### src/rtl/pixel_array_pkg.sv
// pixel_array_pkg: shared state encoding and default phase lengths for the pixel array sequencer.
package pixel_array_pkg;
  typedef enum logic [2:0] {
    S_IDLE,
    S_ERASE,
    S_EXPOSE,
    S_CONVERT,
    S_RSEL,
    S_CAPTURE,
    S_STREAM
  } state_t;
  localparam int C_ERASE_DEF = 5;
  localparam int C_EXPOSE_DEF = 255;
  function automatic int max3(input int a, input int b, input int c);
    return (a > b) ? ((a > c) ? a : c) : ((b > c) ? b : c);
  endfunction
endpackage

### src/rtl/pixel_row_buffer.sv
// pixel_row_buffer: captures one full row from the array bus and presents a selected column.
module pixel_row_buffer #(
  parameter int COLS = 2,
  parameter int DW = 8,
  parameter int CLW = 1
) (
  input  logic               clk_i,
  input  logic               rst_i,
  input  logic               load_i,
  input  logic [COLS*DW-1:0] pix_i,
  input  logic [CLW-1:0]     col_i,
  output logic [DW-1:0]      data_o
);
  logic [COLS*DW-1:0] row_q;
  always_ff @(posedge clk_i or posedge rst_i)
    if (rst_i) row_q <= '0;
    else if (load_i) row_q <= pix_i;
  assign data_o = row_q[col_i*DW +: DW];
endmodule

### src/rtl/pixel_array_seq.sv
// pixel_array_seq: erase/expose/convert sequencing of a pixel array, then row-by-row readout
// streamed one pixel per beat over a valid/ready interface.
module pixel_array_seq
  import pixel_array_pkg::*;
#(
  parameter int ROWS = 2,
  parameter int COLS = 2,
  parameter int DW = 8,
  parameter int C_ERASE = C_ERASE_DEF,
  parameter int C_EXPOSE = C_EXPOSE_DEF,
  parameter int C_CONVERT = 2**DW
) (
  input  logic               clk,
  input  logic               reset,
  input  logic               start,
  output logic               erase,
  output logic               expose,
  output logic               convert,
  output logic [ROWS-1:0]    read,
  output logic [DW-1:0]      adc_cnt,
  output logic               adc_cnt_en,
  input  logic [COLS*DW-1:0] pix_bus,
  output logic [DW-1:0]      out_data,
  output logic               out_valid,
  input  logic               out_ready,
  output logic               out_last,
  output logic               busy
);
  localparam int CW = $clog2(max3(C_ERASE, C_EXPOSE, C_CONVERT) + 1);
  localparam int RW = ROWS > 1 ? $clog2(ROWS) : 1;
  localparam int CLW = COLS > 1 ? $clog2(COLS) : 1;
  localparam logic [CW-1:0] E_LAST = CW'(C_ERASE - 1);
  localparam logic [CW-1:0] X_LAST = CW'(C_EXPOSE - 1);
  localparam logic [CW-1:0] V_LAST = CW'(C_CONVERT - 1);
  localparam logic [RW-1:0] ROW_LAST = RW'(ROWS - 1);
  localparam logic [CLW-1:0] COL_LAST = CLW'(COLS - 1);
  state_t st_q, st_d;
  logic [CW-1:0] cnt_q, cnt_d, phase_last;
  logic [RW-1:0] row_q, row_d;
  logic [CLW-1:0] col_q, col_d;
  logic erase_q, expose_q, convert_q, valid_q, last_q, busy_q;
  logic [ROWS-1:0] read_q;
  logic [DW-1:0] adc_q;
  always_comb begin
    st_d = st_q;
    cnt_d = cnt_q;
    row_d = row_q;
    col_d = col_q;
    phase_last = st_q == S_ERASE ? E_LAST : st_q == S_EXPOSE ? X_LAST : V_LAST;
    case (st_q)
      S_IDLE: if (start) begin
        st_d = S_ERASE;
        cnt_d = '0;
      end
      S_ERASE, S_EXPOSE, S_CONVERT: if (cnt_q == phase_last) begin
        cnt_d = '0;
        row_d = '0;
        st_d = st_q == S_ERASE ? S_EXPOSE : st_q == S_EXPOSE ? S_CONVERT : S_RSEL;
      end else cnt_d = cnt_q + 1'b1;
      S_RSEL: st_d = S_CAPTURE;
      S_CAPTURE: begin
        st_d = S_STREAM;
        col_d = '0;
      end
      S_STREAM: if (out_ready) begin
        if (col_q != COL_LAST) col_d = col_q + 1'b1;
        else if (row_q != ROW_LAST) begin
          col_d = '0;
          row_d = row_q + 1'b1;
          st_d = S_RSEL;
        end else begin
          col_d = '0;
          st_d = S_IDLE;
        end
      end
      default: st_d = S_IDLE;
    endcase
  end
  // Outputs are registered from next-state values so they align with the state they describe.
  always_ff @(posedge clk or posedge reset)
    if (reset) begin
      st_q <= S_IDLE;
      cnt_q <= '0;
      row_q <= '0;
      col_q <= '0;
      erase_q <= 1'b0;
      expose_q <= 1'b0;
      convert_q <= 1'b0;
      adc_q <= '0;
      read_q <= '0;
      valid_q <= 1'b0;
      last_q <= 1'b0;
      busy_q <= 1'b0;
    end else begin
      st_q <= st_d;
      cnt_q <= cnt_d;
      row_q <= row_d;
      col_q <= col_d;
      erase_q <= st_d == S_ERASE;
      expose_q <= st_d == S_EXPOSE;
      convert_q <= st_d == S_CONVERT;
      adc_q <= st_d == S_CONVERT ? DW'(cnt_d) : '0;
      read_q <= (st_d == S_RSEL || st_d == S_CAPTURE) ? ROWS'(1) << row_d : '0;
      valid_q <= st_d == S_STREAM;
      last_q <= st_d == S_STREAM && row_d == ROW_LAST && col_d == COL_LAST;
      busy_q <= st_d != S_IDLE;
    end
  pixel_row_buffer #(.COLS(COLS), .DW(DW), .CLW(CLW)) u_buf (
    .clk_i(clk),
    .rst_i(reset),
    .load_i(st_q == S_CAPTURE),
    .pix_i(pix_bus),
    .col_i(col_q),
    .data_o(out_data)
  );
  assign erase = erase_q;
  assign expose = expose_q;
  assign convert = convert_q;
  assign read = read_q;
  assign adc_cnt = adc_q;
  assign adc_cnt_en = convert_q;
  assign out_valid = valid_q;
  assign out_last = last_q;
  assign busy = busy_q;
endmodule

### config.mk
export PLATFORM = sky130hd
export DESIGN_NAME = pixel_array_seq
export DESIGN_NICKNAME = d
export VERILOG_FILES = /design/src/rtl/pixel_array_pkg.sv /design/src/rtl/pixel_row_buffer.sv /design/src/rtl/pixel_array_seq.sv
export SDC_FILE = /design/constraint.sdc
export NUM_CORES = 1
export LEC_CHECK = 0
export CAP_MARGIN = 15
export CORE_MARGIN = 10
export CORE_UTILIZATION = 35
export DETAILED_ROUTE_END_ITERATION = 7
export PLACE_DENSITY_LB_ADDON = 0.3
export SYNTH_ARGS = -nofsm -noshare
export SYNTH_HDL_FRONTEND = slang
export SYNTH_SLANG_ARGS = --single-unit
export TNS_END_PERCENT = 50
### constraint.sdc
create_clock -name clk -period 3.06 [get_ports clk]
set_input_delay 0.459 -clock clk [delete_from_list [all_inputs] [get_ports clk]]
set_output_delay 0.459 -clock clk [all_outputs]
set_load 0.01 [all_outputs]
### Word level (Yosys, flattened, before mapping)

Index checks and enable logic that the tools add are counted.
W data, S select, Z words.

| operators by class | value |
|---|---|
| add/subtract/negate cells | 3 |
| eq/ne operators | 14 |
| shifts and indexed selects | 2 |
| mux-type cells | 23 |
| reductions and logical operators | 8 |

Operators with widths:

| cell | number |
|---|---|
| $mux W3 | 7 |
| $eq A3 B3 Y1 const B | 6 |
| $mux W9 | 2 |
| $pmux W9 S2 | 1 |
| $mux W8 | 2 |
| $shiftx A16 B5 Y8 | 1 |
| $pmux W3 S5 | 1 |
| $eq A3 B2 Y1 const B | 4 |
| $add A9 B1 Y9 const B | 1 |
| $eq A9 B8 Y1 | 1 |
| $mux W1 | 7 |
| $eq A3 B1 Y1 const B | 2 |
| $pmux W1 S2 | 2 |
| $logic_not A3 Y1 | 1 |
| $reduce_bool A3 Y1 | 1 |
| $reduce_or A3 Y1 | 1 |
| $add A1 B1 Y1 const B | 2 |
| $logic_and A1 B1 Y1 | 2 |
| $mux W2 | 1 |
| $ne A2 B2 Y1 const B | 1 |
| $reduce_and A2 Y1 | 1 |
| $reduce_bool A2 Y1 | 1 |
| $shl A1 B1 Y2 const A | 1 |
| $logic_or A1 B1 Y1 | 1 |

| word-level totals | value |
|---|---|
| flip-flop bits (word level) | 46 |
| input port bits | 20 |
| output and inout bits | 25 |
| logic and storage cells | 64 |

### Logic depth before layout (Yosys ltp)

| logic depth | value |
|---|---|
| depth in word-level cells | 9 |
| mapped depth | 8 |
| mapped depth without buffers | 6 |

### By module

From an unflattened synthesis, not the netlist that was laid out.

| unflattened totals | value |
|---|---|
| cell total of the unflattened synthesis | 213 |
| area total of the unflattened synthesis | 2327.2 um^2 |

By module, submodules not included:

| module | instances | cells each | area an instance (um^2) | sequential area each (um^2) |
|---|---|---|---|---|
| pixel_array_seq | 1 | 169 | 1579.0 | 750.7 |
| pixel_row_buffer | 1 | 44 | 748.2 | 400.4 |

### Least setup slack after synthesis

Ideal clock, no wire load.

| timing | value |
|---|---|
| path kind | register -> register |
| start point | register st_q[1] |
| end point | register last_q (netlist: out_last) |
| setup time | 0.120 ns |
| arrival | 1.906 ns |
| data required time | 2.940 ns |
| path slack | 1.034 ns |
| cell stages (with the launch flop) | 8 |
| path buffers | 1 |
| period minus slack after synthesis | 2.026 ns |
| path through | dfrtp_1 buf_4 xnor2_1 or4_4 a211oi_4 nor4_4 a21o_1 and3_1 |

| on the way | value |
|---|---|
| elaborated cells between the ends (all ways) | 24 |
| those cells by class | 8 x eq/ne; 12 x mux; 4 x reduce/logical |

RTL lines:

| what | RTL line | text |
|---|---|---|
| start, declared | pixel_array_seq.sv:37 | `state_t st_q, st_d;` |
| start signal, assigned | pixel_array_seq.sv:95 | `st_q <= st_d;` |
| $eq A3 B2 Y1 | pixel_array_seq.sv:49, pixel_array_seq.sv:50 |  |
| $mux W1 | pixel_array_seq.sv:49 | `phase_last = st_q == S_ERASE ? E_LAST : st_q == S_EXPOSE ? X_LAST : V_LAST;` |
| $mux W8 | pixel_array_seq.sv:49 |  |
| $eq A9 B8 Y1 | pixel_array_seq.sv:55 | `S_ERASE, S_EXPOSE, S_CONVERT: if (cnt_q == phase_last) begin` |
| $mux W1 | pixel_array_seq.sv:55 |  |
| $pmux W1 S2 * | pixel_array_seq.sv:50 | `case (st_q)` |
| via row_d | pixel_array_seq.sv:39 | `logic [RW-1:0] row_q, row_d;` |
| $logic_and A1 B1 Y1 * (2 in series) | pixel_array_seq.sv:105 | `last_q <= st_d == S_STREAM && row_d == ROW_LAST && col_d == COL_LAST;` |
| end signal, assigned | pixel_array_seq.sv:92 | `last_q <= 1'b0;` |
| end signal, assigned | pixel_array_seq.sv:105 |  |
| end, declared | pixel_array_seq.sv:41 | `logic erase_q, expose_q, convert_q, valid_q, last_q, busy_q;` |

Mark *: on every way through the listed nets, which the timed path passes. The rest lies on a longest branch.
A chain may end at the register's enable or synchronous reset.

### Worst setup path in the final report

| timing | value |
|---|---|
| start point | register col_q |
| end point | output port out_data[1] |

| on the way | value |
|---|---|
| cells in the longest elaborated chain, start to end | 1 |

RTL lines:

| what | RTL line | text |
|---|---|---|
| start, declared | pixel_array_seq.sv:40 | `logic [CLW-1:0] col_q, col_d;` |
| start signal, assigned | pixel_array_seq.sv:98 | `col_q <= col_d;` |
| $shiftx A16 B5 Y8 | pixel_row_buffer.sv:18 | `assign data_o = row_q[col_i*DW +: DW];` |
| end, declared | pixel_array_seq.sv:23 | `output logic [DW-1:0] out_data,` |

No other way between the ends.

==> reports/qor.yml <==
global_route:
  grt_remaining_overflow: 0
  grt_pass1_vias: 1654
  grt_usage_pct: 10.34
  antenna_found_initial: 0
  grt_max_degree: 47
  grt_first_pass_wirelength_um: 8487
final_layout:
  regArea_sq_um: 1151
  fin_cells: 324
  multiInputGateArea_sq_um: 984.7
  area_growth_pct: 27.96
  n_fill_cell: 557
  n_antenna_cell: 0
  fin_nets: 269
  drive_gt1_share_pct: 19.68
die:
  num_rows: 28
  design.core.area_sq_um: 6026
  io_pins: 45
  initial_core_util_pct: 36.84
  die_w_um: 99.64
  die_h_um: 99.64
  die_area_sq_um: 9927
worst_setup_path:
  cp_slowest_cell: "dfrtp_1"
  r2r_end: "out_last"
  r2r_start: "st_q[1]"
  worstSetupEndpointType: "output port"
  path_cells: "mux2_2, clkdlybuf4s50_1"
  r2r_slack_ns: 0.91
  crit_type: "register to output port"
  reg2reg_depth: 7
  critPathArrivalTime_ns: 1.88
  worstPathRequired_ns: 2.60
  startpoint: "col_q"
  worstPathMaxFanout: 14
  start_kind: "register"
  slowest_delay_ns: 0.69
sta:
  slew_viol_final: 0
  tightest_slew_ns: 0.9339
  hold_violations: 0
  finClkSkew_ns: 0.004495
  max_freq_mhz: 428.0
  slew_headroom_pct: 37.65
  grt_setup_unrepaired: "no"
  totalNegativeSetupSlack_ns: 0
  period_needed_ns: 2.337
  finalSetupViolations: 0
  period_share_pct: 76.36
logic_synthesis:
  synth_top_area_share_pct: 51.86
  ys_seq_area_share_pct: 51.86
  syn_nets: 223
  avgSynthCellArea_sq_um: 10.99
  synth_compound_area_share_pct: 11.44
  synthSimpleGateAreaFrac_pct: 17.47
  ys_top_cells_by_area: "dfrtp_1, mux2_2, nand3_1"
  netlist_area_sq_um: 2220
  synthArstFlopShare_pct: 100.0
  synthAdderAreaFrac_pct: 0.5637
  yosysTopAreaCell: "dfrtp_1"
  synth_cell_types: 49
  yosysMostFrequentCell: "dfrtp_1"
  ys_ff_latch: 46
  synthCells: 202
  synth-xor-area-share_pct: 0.7892
  synth_warnings: 0
  synthMuxAreaShare_pct: 14.09
  synth_edf_count: 0
  synth.top_cells.by_count: "dfrtp_1, mux2_2, nor2_1, nand2_1, nand3_1"
  synth_top_family_by_area: "simple AND/OR/NAND/NOR gates"
  ys.flop_type: "dfrtp_1"
clock_network:
  cts_root_buf: "clkbuf_8"
  cts.hold.buffers_added: 0
  worstSkewPairLatency_ns: 0.30
  cts_setup_buffers: 0
  numCtsBuffers: 5
  clock_path_buffers: 2
  clock-sinks: 46
  tritoncts: "yes"
  cts_max_level: 2
  postCtsResizedCells: 0
  clk_pin_slew_ns: 0.08
hold_path:
  hold_class: "register to register"
  hold_start: "u_buf.row_q[10]"
  whs_endpoint: "u_buf.row_q[10]"
  holdPathStages: 1
routing:
  ant_nets: 0
  vias: 1651
  drc: 0
  routed_wl_um: 5034
  drt_iter0_drc: 53
  wire_per_inst_um: 15.54
  dr.pass1.iters: 4
  viasPerCell: 5.096
place:
  dp_cells: 316
  gp_congestion: 0.7539
  port_buffers: 44
  place_hpwl_um: 3659
power_and_ir_drop:
  ir_drop_mv: 0.2181
  leakagePower_uw: 0.001168
  p_per_area_nw_per_um2: 404.9
job:
  max_cap_violations: 0
status:
  outcome: "finished, final reports clean"
## cell families after synthesis
logic type               Yosys count
AO/OA/AOI/OAI                     35
AND/OR/NAND/NOR                   74
adder cells (fa/ha/maj)            1
multiplexers                      28
XOR/XNOR                           2
flip-flops                        46
buffers and inverters             16
## worst max-delay path by stage
stage	endpoint	depth (start not counted)
6_report	out_data[1]	2
3_3_place_gp	out_last	7
2_1_floorplan	out_last	7
3_5_place_dp	out_last	7
4_1_cts	out_data[6]	2
5_1_grt	out_data[6]	2
## registers in the layout (all words and copies together) (netlist names)
name / cells
row_q: 1
cnt_q: 9
adc_cnt_en: 1
read: 2
expose: 1
st_q: 3
col_q: 1
erase: 1
u_buf.row_q: 16
adc_cnt: 8
busy: 1
out_last: 1
out_valid: 1
## stage by stage
step	area [sq um]	power, uW	hold slack, ns	setup slack (ns)	util (%)
after floorplan	2220	671.2	0.4737	1.034	-
after global placement	2730	720.4	0.4818	0.9214	45.31
final	2840	1150	0.5070	0.7234	47.13
after global routing	2840	1202	0.5265	0.6188	47.13
after CTS	2840	1167	0.5110	0.6912	47.13
after detailed placement	2730	722.0	0.4882	0.9158	45.31
## area by class of cell
| type | instances | share of cell area, % |
|---|---|---|
| inverters | 6 | 0.7930 |
| well taps | 75 | 3.304 |
| clock buffers | 6 | 2.555 |
| repair buffers | 49 | 16.83 |
| flip-flops and latches | 46 | 40.53 |
| multi-input cells | 140 | 34.67 |
| clock inverters | 2 | 1.322 |
## where the power goes
| part | total (uW) | internal [uW] | leakage, uW | switching, uW |
|---|---|---|---|---|
| clock | 442 | 244 | 0.0000514 | 199 |
| sequential | 627 | 619 | 0.000578 | 8.09 |
| combinational | 81.1 | 50.9 | 0.000538 | 30.3 |
## cells in the final DEF, fill, tap and decap left out, types with 4 or more instances in the layout
cell type	netlist	layout
clkdlybuf4s50_1	0	44
clkbuf_8	0	5
nor2b_1	4	4
nand2_1	17	17
a21oi_1	8	8
a31oi_1	6	6
nor2_1	18	18
nand3_1	15	15
mux2_2	25	25
buf_4	2	5
dfrtp_1	46	46
## critical path, delay by kind of cell, from the launching register on
family | cells | cell delay [ns]
flip-flops | 1 | 0.69
multiplexers | 1 | 0.39
buffers and inverters | 1 | 0.50
## layer usage
metal / vias to the layer above / part of all wire (%) / GRT usage [%]
met5: - / 0 / 0
met4: 0 / 0.91 / 4.079
met3: 4 / 5.7 / 3.460
met2: 32 / 50 / 16.33
met1: 805 / 44 / 12.64
li1: 810 / - / -
(Power assumes the default switching activity.)
